$ cat src/rtl/instruction_decode_if.sv
// ---------------------------------------------------------------------------
// instruction_decode_if
// Bundle between the fetch/writeback side and the RV32I decode stage.
//   master : drives enable, flush, instr_valid, instr, pc_in, wb_en, wb_rd,
//            wb_data and observes the registered ID/EX bundle.
//   slave  : the decode stage; consumes the above and drives id_valid,
//            pc_out, rs1/rs2/rd, rs1_data/rs2_data, imm and control strobes.
// ---------------------------------------------------------------------------
interface instruction_decode_if #(
  parameter int XLEN = 32
);
  logic            enable;
  logic            flush;
  logic            instr_valid;
  logic [31:0]     instr;
  logic [XLEN-1:0] pc_in;
  logic            wb_en;
  logic [4:0]      wb_rd;
  logic [XLEN-1:0] wb_data;

  logic            id_valid;
  logic [XLEN-1:0] pc_out;
  logic [4:0]      rs1;
  logic [4:0]      rs2;
  logic [4:0]      rd;
  logic [XLEN-1:0] rs1_data;
  logic [XLEN-1:0] rs2_data;
  logic [XLEN-1:0] imm;
  logic [3:0]      alu_op;
  logic            alu_src_imm;
  logic            reg_write;
  logic            mem_read;
  logic            mem_write;
  logic [2:0]      mem_size;
  logic            branch;
  logic            jump;
  logic            jalr;
  logic            auipc;
  logic            illegal;

  modport master (
    output enable, flush, instr_valid, instr, pc_in, wb_en, wb_rd, wb_data,
    input  id_valid, pc_out, rs1, rs2, rd, rs1_data, rs2_data, imm, alu_op,
           alu_src_imm, reg_write, mem_read, mem_write, mem_size, branch,
           jump, jalr, auipc, illegal
  );

  modport slave (
    input  enable, flush, instr_valid, instr, pc_in, wb_en, wb_rd, wb_data,
    output id_valid, pc_out, rs1, rs2, rd, rs1_data, rs2_data, imm, alu_op,
           alu_src_imm, reg_write, mem_read, mem_write, mem_size, branch,
           jump, jalr, auipc, illegal
  );
endinterface

$ cat src/rtl/instruction_decode.sv
// ---------------------------------------------------------------------------
// instruction_decode
// RV32I decode stage: 32x32 register file, field split, immediate
// generation and control decode, registered into the ID/EX bundle.
// Ports:
//   clk   : rising-edge clock
//   reset : asynchronous active-low reset (clears outputs and registers)
//   bus   : instruction_decode_if.slave (fetch inputs, writeback port,
//           registered ID/EX outputs)
// ---------------------------------------------------------------------------
module instruction_decode #(
  parameter int XLEN  = 32,
  parameter int NREGS = 32
) (
  input  logic                 clk,
  input  logic                 reset,
  instruction_decode_if.slave  bus
);

  localparam logic [6:0] OPC_LOAD   = 7'b0000011;
  localparam logic [6:0] OPC_OPIMM  = 7'b0010011;
  localparam logic [6:0] OPC_AUIPC  = 7'b0010111;
  localparam logic [6:0] OPC_STORE  = 7'b0100011;
  localparam logic [6:0] OPC_OP     = 7'b0110011;
  localparam logic [6:0] OPC_LUI    = 7'b0110111;
  localparam logic [6:0] OPC_BRANCH = 7'b1100011;
  localparam logic [6:0] OPC_JALR   = 7'b1100111;
  localparam logic [6:0] OPC_JAL    = 7'b1101111;

  localparam logic [3:0] ALU_ADD   = 4'd0;
  localparam logic [3:0] ALU_SUB   = 4'd1;
  localparam logic [3:0] ALU_PASSB = 4'd10;

  typedef enum logic [2:0] {FMT_R, FMT_I, FMT_S, FMT_B, FMT_U, FMT_J} imm_fmt_t;

  function automatic logic signed [XLEN-1:0] imm_gen(input imm_fmt_t fmt, input logic [31:0] i);
    logic signed [31:0] raw;
    case (fmt)
      FMT_I:   raw = {{20{i[31]}}, i[31:20]};
      FMT_S:   raw = {{20{i[31]}}, i[31:25], i[11:7]};
      FMT_B:   raw = {{19{i[31]}}, i[31], i[7], i[30:25], i[11:8], 1'b0};
      FMT_U:   raw = {i[31:12], 12'b0};
      FMT_J:   raw = {{11{i[31]}}, i[31], i[19:12], i[20], i[30:21], 1'b0};
      default: raw = '0;
    endcase
    return XLEN'(raw);
  endfunction

  // alt selects SUB/SRA; callers mask it for OP-IMM so ADDI never becomes SUB.
  function automatic logic [3:0] alu_decode(input logic [2:0] f3, input logic alt);
    case (f3)
      3'b000:  return alt ? ALU_SUB : ALU_ADD;
      3'b001:  return 4'd2;
      3'b010:  return 4'd3;
      3'b011:  return 4'd4;
      3'b100:  return 4'd5;
      3'b101:  return alt ? 4'd7 : 4'd6;
      3'b110:  return 4'd8;
      default: return 4'd9;
    endcase
  endfunction

  logic [XLEN-1:0] regs [NREGS];

  logic [6:0]      opcode;
  logic [2:0]      f3;
  logic [6:0]      f7;
  logic [4:0]      rs1_idx, rs2_idx;
  imm_fmt_t        imm_fmt_p0;
  logic [XLEN-1:0] imm_p0, rs1_data_p0, rs2_data_p0;
  logic [3:0]      alu_op_p0;
  logic [2:0]      mem_size_p0;
  logic            alu_src_imm_p0, reg_write_p0, mem_read_p0, mem_write_p0;
  logic            branch_p0, jump_p0, jalr_p0, auipc_p0, illegal_p0;
  logic            live;

  assign opcode  = bus.instr[6:0];
  assign f3      = bus.instr[14:12];
  assign f7      = bus.instr[31:25];
  assign rs1_idx = bus.instr[19:15];
  assign rs2_idx = bus.instr[24:20];
  assign live    = bus.instr_valid & ~bus.flush;

  // Operand read with same-edge writeback forwarded; x0 is forced to zero.
  always_comb begin
    rs1_data_p0 = regs[rs1_idx];
    rs2_data_p0 = regs[rs2_idx];
    if (bus.wb_en && bus.wb_rd == rs1_idx) rs1_data_p0 = bus.wb_data;
    if (bus.wb_en && bus.wb_rd == rs2_idx) rs2_data_p0 = bus.wb_data;
    if (rs1_idx == 5'd0) rs1_data_p0 = '0;
    if (rs2_idx == 5'd0) rs2_data_p0 = '0;
  end

  // Control strobes are only raised on the legal path, so illegal leaves them 0.
  always_comb begin
    imm_fmt_p0     = FMT_R;
    alu_op_p0      = ALU_ADD;
    alu_src_imm_p0 = 1'b0;
    reg_write_p0   = 1'b0;
    mem_read_p0    = 1'b0;
    mem_write_p0   = 1'b0;
    mem_size_p0    = 3'b000;
    branch_p0      = 1'b0;
    jump_p0        = 1'b0;
    jalr_p0        = 1'b0;
    auipc_p0       = 1'b0;
    illegal_p0     = 1'b0;
    case (opcode)
      OPC_OP: begin
        if (f7 == 7'h00 || (f7 == 7'h20 && (f3 == 3'b000 || f3 == 3'b101))) begin
          alu_op_p0    = alu_decode(f3, bus.instr[30]);
          reg_write_p0 = 1'b1;
        end else illegal_p0 = 1'b1;
      end
      OPC_OPIMM: begin
        if ((f3 == 3'b001 && f7 != 7'h00) ||
            (f3 == 3'b101 && f7 != 7'h00 && f7 != 7'h20)) illegal_p0 = 1'b1;
        else begin
          imm_fmt_p0     = FMT_I;
          alu_op_p0      = alu_decode(f3, (f3 == 3'b101) & bus.instr[30]);
          alu_src_imm_p0 = 1'b1;
          reg_write_p0   = 1'b1;
        end
      end
      OPC_LUI: begin
        imm_fmt_p0     = FMT_U;
        alu_op_p0      = ALU_PASSB;
        alu_src_imm_p0 = 1'b1;
        reg_write_p0   = 1'b1;
      end
      OPC_AUIPC: begin
        imm_fmt_p0     = FMT_U;
        alu_src_imm_p0 = 1'b1;
        reg_write_p0   = 1'b1;
        auipc_p0       = 1'b1;
      end
      OPC_JAL: begin
        imm_fmt_p0   = FMT_J;
        reg_write_p0 = 1'b1;
        jump_p0      = 1'b1;
      end
      OPC_JALR: begin
        if (f3 == 3'b000) begin
          imm_fmt_p0     = FMT_I;
          alu_src_imm_p0 = 1'b1;
          reg_write_p0   = 1'b1;
          jalr_p0        = 1'b1;
        end else illegal_p0 = 1'b1;
      end
      OPC_BRANCH: begin
        if (f3 != 3'b010 && f3 != 3'b011) begin
          imm_fmt_p0  = FMT_B;
          alu_op_p0   = ALU_SUB;
          branch_p0   = 1'b1;
          mem_size_p0 = f3;
        end else illegal_p0 = 1'b1;
      end
      OPC_LOAD: begin
        if (f3 != 3'b011 && f3 != 3'b110 && f3 != 3'b111) begin
          imm_fmt_p0     = FMT_I;
          alu_src_imm_p0 = 1'b1;
          reg_write_p0   = 1'b1;
          mem_read_p0    = 1'b1;
          mem_size_p0    = f3;
        end else illegal_p0 = 1'b1;
      end
      OPC_STORE: begin
        if (f3 == 3'b000 || f3 == 3'b001 || f3 == 3'b010) begin
          imm_fmt_p0     = FMT_S;
          alu_src_imm_p0 = 1'b1;
          mem_write_p0   = 1'b1;
          mem_size_p0    = f3;
        end else illegal_p0 = 1'b1;
      end
      default: illegal_p0 = 1'b1;
    endcase
    imm_p0 = imm_gen(imm_fmt_p0, bus.instr);
  end

  // Register file write port: independent of stall/flush; x0 never written.
  always_ff @(posedge clk or negedge reset) begin
    if (!reset) begin
      for (int i = 0; i < NREGS; i++) regs[i] <= '0;
    end else if (bus.wb_en && bus.wb_rd != 5'd0) begin
      regs[bus.wb_rd] <= bus.wb_data;
    end
  end

  // ---- ID/EX boundary: data fields move only on an unflushed enable,
  // ---- control moves on enable or flush and is zeroed for bubbles.
  always_ff @(posedge clk or negedge reset) begin
    if (!reset) begin
      bus.id_valid    <= 1'b0;
      bus.pc_out      <= '0;
      bus.rs1         <= '0;
      bus.rs2         <= '0;
      bus.rd          <= '0;
      bus.rs1_data    <= '0;
      bus.rs2_data    <= '0;
      bus.imm         <= '0;
      bus.alu_op      <= ALU_ADD;
      bus.alu_src_imm <= 1'b0;
      bus.reg_write   <= 1'b0;
      bus.mem_read    <= 1'b0;
      bus.mem_write   <= 1'b0;
      bus.mem_size    <= 3'b000;
      bus.branch      <= 1'b0;
      bus.jump        <= 1'b0;
      bus.jalr        <= 1'b0;
      bus.auipc       <= 1'b0;
      bus.illegal     <= 1'b0;
    end else begin
      if (bus.enable && !bus.flush) begin
        bus.pc_out   <= bus.pc_in;
        bus.rs1      <= rs1_idx;
        bus.rs2      <= rs2_idx;
        bus.rd       <= bus.instr[11:7];
        bus.rs1_data <= rs1_data_p0;
        bus.rs2_data <= rs2_data_p0;
        bus.imm      <= imm_p0;
      end
      if (bus.enable || bus.flush) begin
        bus.id_valid    <= live;
        bus.alu_op      <= live ? alu_op_p0 : ALU_ADD;
        bus.mem_size    <= live ? mem_size_p0 : 3'b000;
        bus.alu_src_imm <= live & alu_src_imm_p0;
        bus.reg_write   <= live & reg_write_p0;
        bus.mem_read    <= live & mem_read_p0;
        bus.mem_write   <= live & mem_write_p0;
        bus.branch      <= live & branch_p0;
        bus.jump        <= live & jump_p0;
        bus.jalr        <= live & jalr_p0;
        bus.auipc       <= live & auipc_p0;
        bus.illegal     <= live & illegal_p0;
      end
    end
  end

endmodule

$ cat src/flat_wrapper.sv
// flat-port wrapper written by rule: the top's interface ports become plain ports
module instruction_decode_flat 
#(
  parameter int XLEN  = 32,
  parameter int NREGS = 32
)
  (clk, reset, bus_enable, bus_flush, bus_instr_valid, bus_instr, bus_pc_in, bus_wb_en, bus_wb_rd, bus_wb_data, bus_id_valid, bus_pc_out, bus_rs1, bus_rs2, bus_rd, bus_rs1_data, bus_rs2_data, bus_imm, bus_alu_op, bus_alu_src_imm, bus_reg_write, bus_mem_read, bus_mem_write, bus_mem_size, bus_branch, bus_jump, bus_jalr, bus_auipc, bus_illegal);
  instruction_decode_if #(.XLEN(XLEN)) bus_i ();
  input  logic clk;
  input  logic reset;
  input wire logic [$bits(bus_i.enable)-1:0] bus_enable;
  input wire logic [$bits(bus_i.flush)-1:0] bus_flush;
  input wire logic [$bits(bus_i.instr_valid)-1:0] bus_instr_valid;
  input wire logic [$bits(bus_i.instr)-1:0] bus_instr;
  input wire logic [$bits(bus_i.pc_in)-1:0] bus_pc_in;
  input wire logic [$bits(bus_i.wb_en)-1:0] bus_wb_en;
  input wire logic [$bits(bus_i.wb_rd)-1:0] bus_wb_rd;
  input wire logic [$bits(bus_i.wb_data)-1:0] bus_wb_data;
  output wire logic [$bits(bus_i.id_valid)-1:0] bus_id_valid;
  output wire logic [$bits(bus_i.pc_out)-1:0] bus_pc_out;
  output wire logic [$bits(bus_i.rs1)-1:0] bus_rs1;
  output wire logic [$bits(bus_i.rs2)-1:0] bus_rs2;
  output wire logic [$bits(bus_i.rd)-1:0] bus_rd;
  output wire logic [$bits(bus_i.rs1_data)-1:0] bus_rs1_data;
  output wire logic [$bits(bus_i.rs2_data)-1:0] bus_rs2_data;
  output wire logic [$bits(bus_i.imm)-1:0] bus_imm;
  output wire logic [$bits(bus_i.alu_op)-1:0] bus_alu_op;
  output wire logic [$bits(bus_i.alu_src_imm)-1:0] bus_alu_src_imm;
  output wire logic [$bits(bus_i.reg_write)-1:0] bus_reg_write;
  output wire logic [$bits(bus_i.mem_read)-1:0] bus_mem_read;
  output wire logic [$bits(bus_i.mem_write)-1:0] bus_mem_write;
  output wire logic [$bits(bus_i.mem_size)-1:0] bus_mem_size;
  output wire logic [$bits(bus_i.branch)-1:0] bus_branch;
  output wire logic [$bits(bus_i.jump)-1:0] bus_jump;
  output wire logic [$bits(bus_i.jalr)-1:0] bus_jalr;
  output wire logic [$bits(bus_i.auipc)-1:0] bus_auipc;
  output wire logic [$bits(bus_i.illegal)-1:0] bus_illegal;
  assign bus_i.enable = bus_enable;
  assign bus_i.flush = bus_flush;
  assign bus_i.instr_valid = bus_instr_valid;
  assign bus_i.instr = bus_instr;
  assign bus_i.pc_in = bus_pc_in;
  assign bus_i.wb_en = bus_wb_en;
  assign bus_i.wb_rd = bus_wb_rd;
  assign bus_i.wb_data = bus_wb_data;
  assign bus_id_valid = bus_i.id_valid;
  assign bus_pc_out = bus_i.pc_out;
  assign bus_rs1 = bus_i.rs1;
  assign bus_rs2 = bus_i.rs2;
  assign bus_rd = bus_i.rd;
  assign bus_rs1_data = bus_i.rs1_data;
  assign bus_rs2_data = bus_i.rs2_data;
  assign bus_imm = bus_i.imm;
  assign bus_alu_op = bus_i.alu_op;
  assign bus_alu_src_imm = bus_i.alu_src_imm;
  assign bus_reg_write = bus_i.reg_write;
  assign bus_mem_read = bus_i.mem_read;
  assign bus_mem_write = bus_i.mem_write;
  assign bus_mem_size = bus_i.mem_size;
  assign bus_branch = bus_i.branch;
  assign bus_jump = bus_i.jump;
  assign bus_jalr = bus_i.jalr;
  assign bus_auipc = bus_i.auipc;
  assign bus_illegal = bus_i.illegal;
  instruction_decode #(.XLEN(XLEN), .NREGS(NREGS)) u_core (.clk(clk), .reset(reset), .bus(bus_i));
endmodule
$ cat config.mk
export PLATFORM = sky130hd
export DESIGN_NAME = instruction_decode_flat
export DESIGN_NICKNAME = d
export VERILOG_FILES = /design/src/rtl/instruction_decode_if.sv /design/src/rtl/instruction_decode.sv /design/src/flat_wrapper.sv
export SDC_FILE = /design/constraint.sdc
export NUM_CORES = 2
export LEC_CHECK = 0
export BUFFER_PORTS_ARGS = -buffer_cell sky130_fd_sc_hd__buf_4
export CAP_MARGIN = 20
export CELL_PAD_IN_SITES_DETAIL_PLACEMENT = 1
export CELL_PAD_IN_SITES_GLOBAL_PLACEMENT = 1
export CORE_MARGIN = 2
export CORE_UTILIZATION = 40
export CTS_CLUSTER_SIZE = 16
export DETAILED_ROUTE_END_ITERATION = 12
export PLACE_DENSITY = 0.69
export SKIP_LAST_GASP = 1
export SLEW_MARGIN = 5
export SYNTH_ARGS = -nofsm -noshare
export SYNTH_HDL_FRONTEND = slang
export SYNTH_SLANG_ARGS = --single-unit
$ cat constraint.sdc
create_clock -name clk -period 4.5 [get_ports clk]
set_input_delay 0.675 -clock clk [delete_from_list [all_inputs] [get_ports clk]]
set_output_delay 0.675 -clock clk [all_outputs]
set_load 0.02 [all_outputs]
==> results.yml <==
power:
  pwr-share-seq_pct: 45.2
  peakVddDrop_mv: 0.317
  switching_share_pct: 28.2
  p_clk_share_pct: 35.0
  p_int_mw: 22.5
  netSwitchingPower_mw: 8.83
  power_leakage_nw: 30.4
  power.density_nw_per_um2: 449
  p_comb_share_pct: 19.8
logic_synthesis:
  synth_area_um2: 61400
  synth_nets: 4394
  synth_top_flop_cell: "dfrtp_1"
  ys_warn_count: 0
  synth_edf_count: 0
  synth_area_per_cell_um2: 14.3
  ys_seq_area_share_pct: 48.3
  synth_top_area_share_pct: 48.3
  yosysUniqueCellTypes: 74
  netlist_instances: 4287
  synth_area_leader_cell: "dfrtp_1"
  synth_area_leaders: "dfrtp_1 (48%), mux2_2 (19%), mux4_2 (16%), mux2i_1 (3.6%), clkbuf_1 (1.6%)"
  async_flop_share_pct: 100
  ys_ff_latch: 1184
floorplan:
  core_area_um2: 152000
  die_h_um: 396
  fp-row-count: 143
  pin_count: 267
  dieArea_um2: 157000
  initial_core_util_pct: 40.4
  die_w_um: 396
hold_path:
  hp-class: "primary input to register"
  hp-start: "bus_pc_in[30]"
clock_tree:
  cts.sinks: 1184
  postCtsHoldBufs: 1
  cts_tree: "yes"
  ctsHtreeMaxLevel: 4
  clk_path_buf_depth: 3
  cts_buffers: 132
  path_clk_slew_ns: 0.06
  post_cts_resized: 0
  clock_latency_ns: 0.78
  cts_setup_buffers: 0
  cts_root_buf: "clkbuf_16"
setup_path:
  critPathSlowestCell: "mux4_2"
  reg2reg_from: "u_core.regs[342]$_DFFE_PN0P_"
  cpPeakStageDelay_ns: 0.54
  cp_max_fo: 38
  required_ns: 5.14
  worstSetupStartpointType: "primary input"
  cp-end-kind: "register"
  startpoint: "bus_instr[15]"
  critPathKind: "primary input to register"
  arrival_ns: 3.19
  crit_chain: "buf_8, buf_4, mux4_2, mux2_2, a221oi_1, a311oi_1, a221o_1"
route:
  ant_nets: 0
  drt_iter0_markers: 3960
  drc_errors: 0
  routed_wl_um: 218000
  vias_per_cell: 6.42
  wl_per_cell_um: 33.6
  num_vias: 41600
  first_pass_iters: 5
global_route:
  grt_pass1_vias: 44000
  grt_pass1_wl_um: 319000
  grt_max_degree: 142
  grt_usage_pct: 27.8
  overflow: 0
  antenna_found_initial: 6
status:
  status: "finished clean"
timing:
  fin_crit_ns: 2.55
  fin_skew_ns: 0.0243
  hold_slack_ns: 0.104
  hold_viol_final: 0
  grt_setup_unrepaired: "false"
  setup-violations-final: 0
  drv_slew: 0
  tns_ns: 0
  clock.fmax_mhz: 392
  tightest_slew_ns: 1.14
  timing.final.crit_share_pct: 56.7
  relSlewSlack_pct: 24.1
place:
  gp_congestion: 0.835
  io_buffer_count: 266
  hpwl_um: 127000
layout:
  synthToLayoutAreaGrowth_pct: 13.6
  drive_above_1_share_pct: 47.3
  final_nets: 4457
flow_run:
  maxCapViolations: 0
==> path summary, 6_finish.rpt <==
check / to / slack (ns) / depth (start not counted)
setup / recovery: u_core.bus.rs1_data[15]$_DFFE_PN0P_ / 1.95 / 7
hold / removal: u_core.bus.pc_out[30]$_DFFE_PN0P_ / 0.10 / 3
setup reg to reg: u_core.bus.rs1_data[22]$_DFFE_PN0P_ / 2.44 / 5
hold reg to reg: u_core.regs[1002]$_DFFE_PN0P_ / 0.39 / 0
max in group asynchronous: u_core.regs[197]$_DFFE_PN0P_ / 2.66 / 3
min in group asynchronous: u_core.regs[889]$_DFFE_PN0P_ / 0.49 / 2
==> synthesized netlist by cell type (all sizes together) (5+ instances only) <==
| cell type | number |
|---|---|
| a21oi | 45 |
| a22oi | 70 |
| nor2b | 30 |
| nand3b | 8 |
| nor2 | 74 |
| inv | 5 |
| nand2b | 10 |
| a211o | 5 |
| a2111oi | 13 |
| or4 | 33 |
| a32o | 6 |
| mux2i | 219 |
| a22o | 43 |
| o221ai | 30 |
| o211ai | 13 |
| nor3 | 14 |
| and2 | 6 |
| xnor2 | 10 |
| buf | 199 |
| o22ai | 79 |
| nor3b | 7 |
| a311oi | 19 |
| mux2 | 1022 |
| o21ai | 29 |
| clkbuf | 266 |
| dfrtp | 1184 |
| mux4 | 440 |
| a221oi | 23 |
| a211oi | 17 |
| o311ai | 15 |
| a31oi | 10 |
| o31ai | 7 |
| nand3 | 9 |
| nand2 | 248 |
| a221o | 26 |
==> cells in the final DEF, fill, tap and decap left out, types with 10 or more instances in the layout <==
cell / instances
buf_12: 38
clkbuf_8: 31
mux2i_1: 219
clkinv_2: 21
o22ai_1: 79
mux4_2: 440
a311oi_1: 19
a22oi_1: 70
nand2_1: 232
a31oi_1: 10
a21oi_1: 45
a221o_1: 26
xnor2_1: 10
or4_1: 32
nor2_1: 56
a211oi_1: 17
nand2_2: 13
nor2b_1: 26
nor3_1: 14
o221ai_1: 30
dfrtp_1: 1184
o311ai_0: 14
clkbuf_16: 139
buf_4: 349
o211ai_1: 13
a2111oi_0: 13
mux2_2: 1014
a22o_1: 43
a221oi_1: 23
nor2_4: 18
o21ai_0: 18
clkbuf_1: 29
==> worst max-delay path: cells and delay by family <==
| family | cells | cell delay, ns |
|---|---|---|
| AOI/OAI and AO/OA | 3 | 0.78 |
| muxes | 2 | 0.82 |
| buffers and inverters | 2 | 0.83 |
==> sequential cells by signal, indices dropped and copies added (netlist names) <==
signal	count
u_core.bus.alu_op	4
u_core.bus.alu_src_imm	1
u_core.bus.auipc	1
u_core.bus.branch	1
u_core.bus.id_valid	1
u_core.bus.illegal	1
u_core.bus.imm	32
u_core.bus.jalr	1
u_core.bus.jump	1
u_core.bus.mem_read	1
u_core.bus.mem_size	3
u_core.bus.mem_write	1
u_core.bus.pc_out	32
u_core.bus.rd	5
u_core.bus.reg_write	1
u_core.bus.rs1	5
u_core.bus.rs1_data	32
u_core.bus.rs2	5
u_core.bus.rs2_data	32
u_core.regs	1024
==> layout make-up <==
class | instances | area, µm²
Clock buffer | 199 | 4010
Antenna cell | 2 | 5.00
Multi-Input combinational cell | 2633 | 29800
Fill cell | 15000 | 82300
Timing Repair Buffer | 394 | 3470
Tap cell | 2030 | 2540
Inverter | 5 | 18.8
Clock inverter | 34 | 299
Sequential cell | 1184 | 29600
==> metal layers <==
metal	GRT usage (%)	wire length (µm)	vias up
met5	0	40	-
met4	11.8	9570	6
met3	5.15	15200	484
met2	43.8	103000	1760
met1	37.7	90300	22800
li1	-	-	16600
==> metrics by stage <==
stage          utilization [%]  instance area [µm²]  cells  power, mW  setup WS, ns
2_1_floorplan                -                61400   4287       18.1          2.05
3_3_place_gp              43.0                65400   6244       20.1          1.12
3_5_place_dp              43.0                65400   6245       20.4          1.22
4_1_cts                   45.9                69700   6479       31.4          2.04
5_1_grt                   45.9                69700   6480       32.5          1.91
6_report                  45.9                69700   6481       31.3          1.95
==> kinds of logic after synthesis <==
kind of cell / synth area share (%)
multiplexers: 38.5
flip-flops: 48.3
AO/OA/AOI/OAI: 5.89
buffers and inverters: 3.67
AND/OR/NAND/NOR: 3.54
XOR/XNOR: 0.157
==> power groups by stage <==
| stage | combinational [mW] | clock, mW | sequential (mW) |
|---|---|---|---|
| floorplan | 4.30 | 0 | 13.8 |
| global placement | 6.03 | 0 | 14.1 |
| detailed placement | 6.17 | 0 | 14.3 |
| CTS | 6.21 | 11.1 | 14.1 |
| global route | 6.61 | 11.5 | 14.4 |
| finish | 6.19 | 10.9 | 14.1 |
No activity file was read; power rests on OpenSTA's default activity.
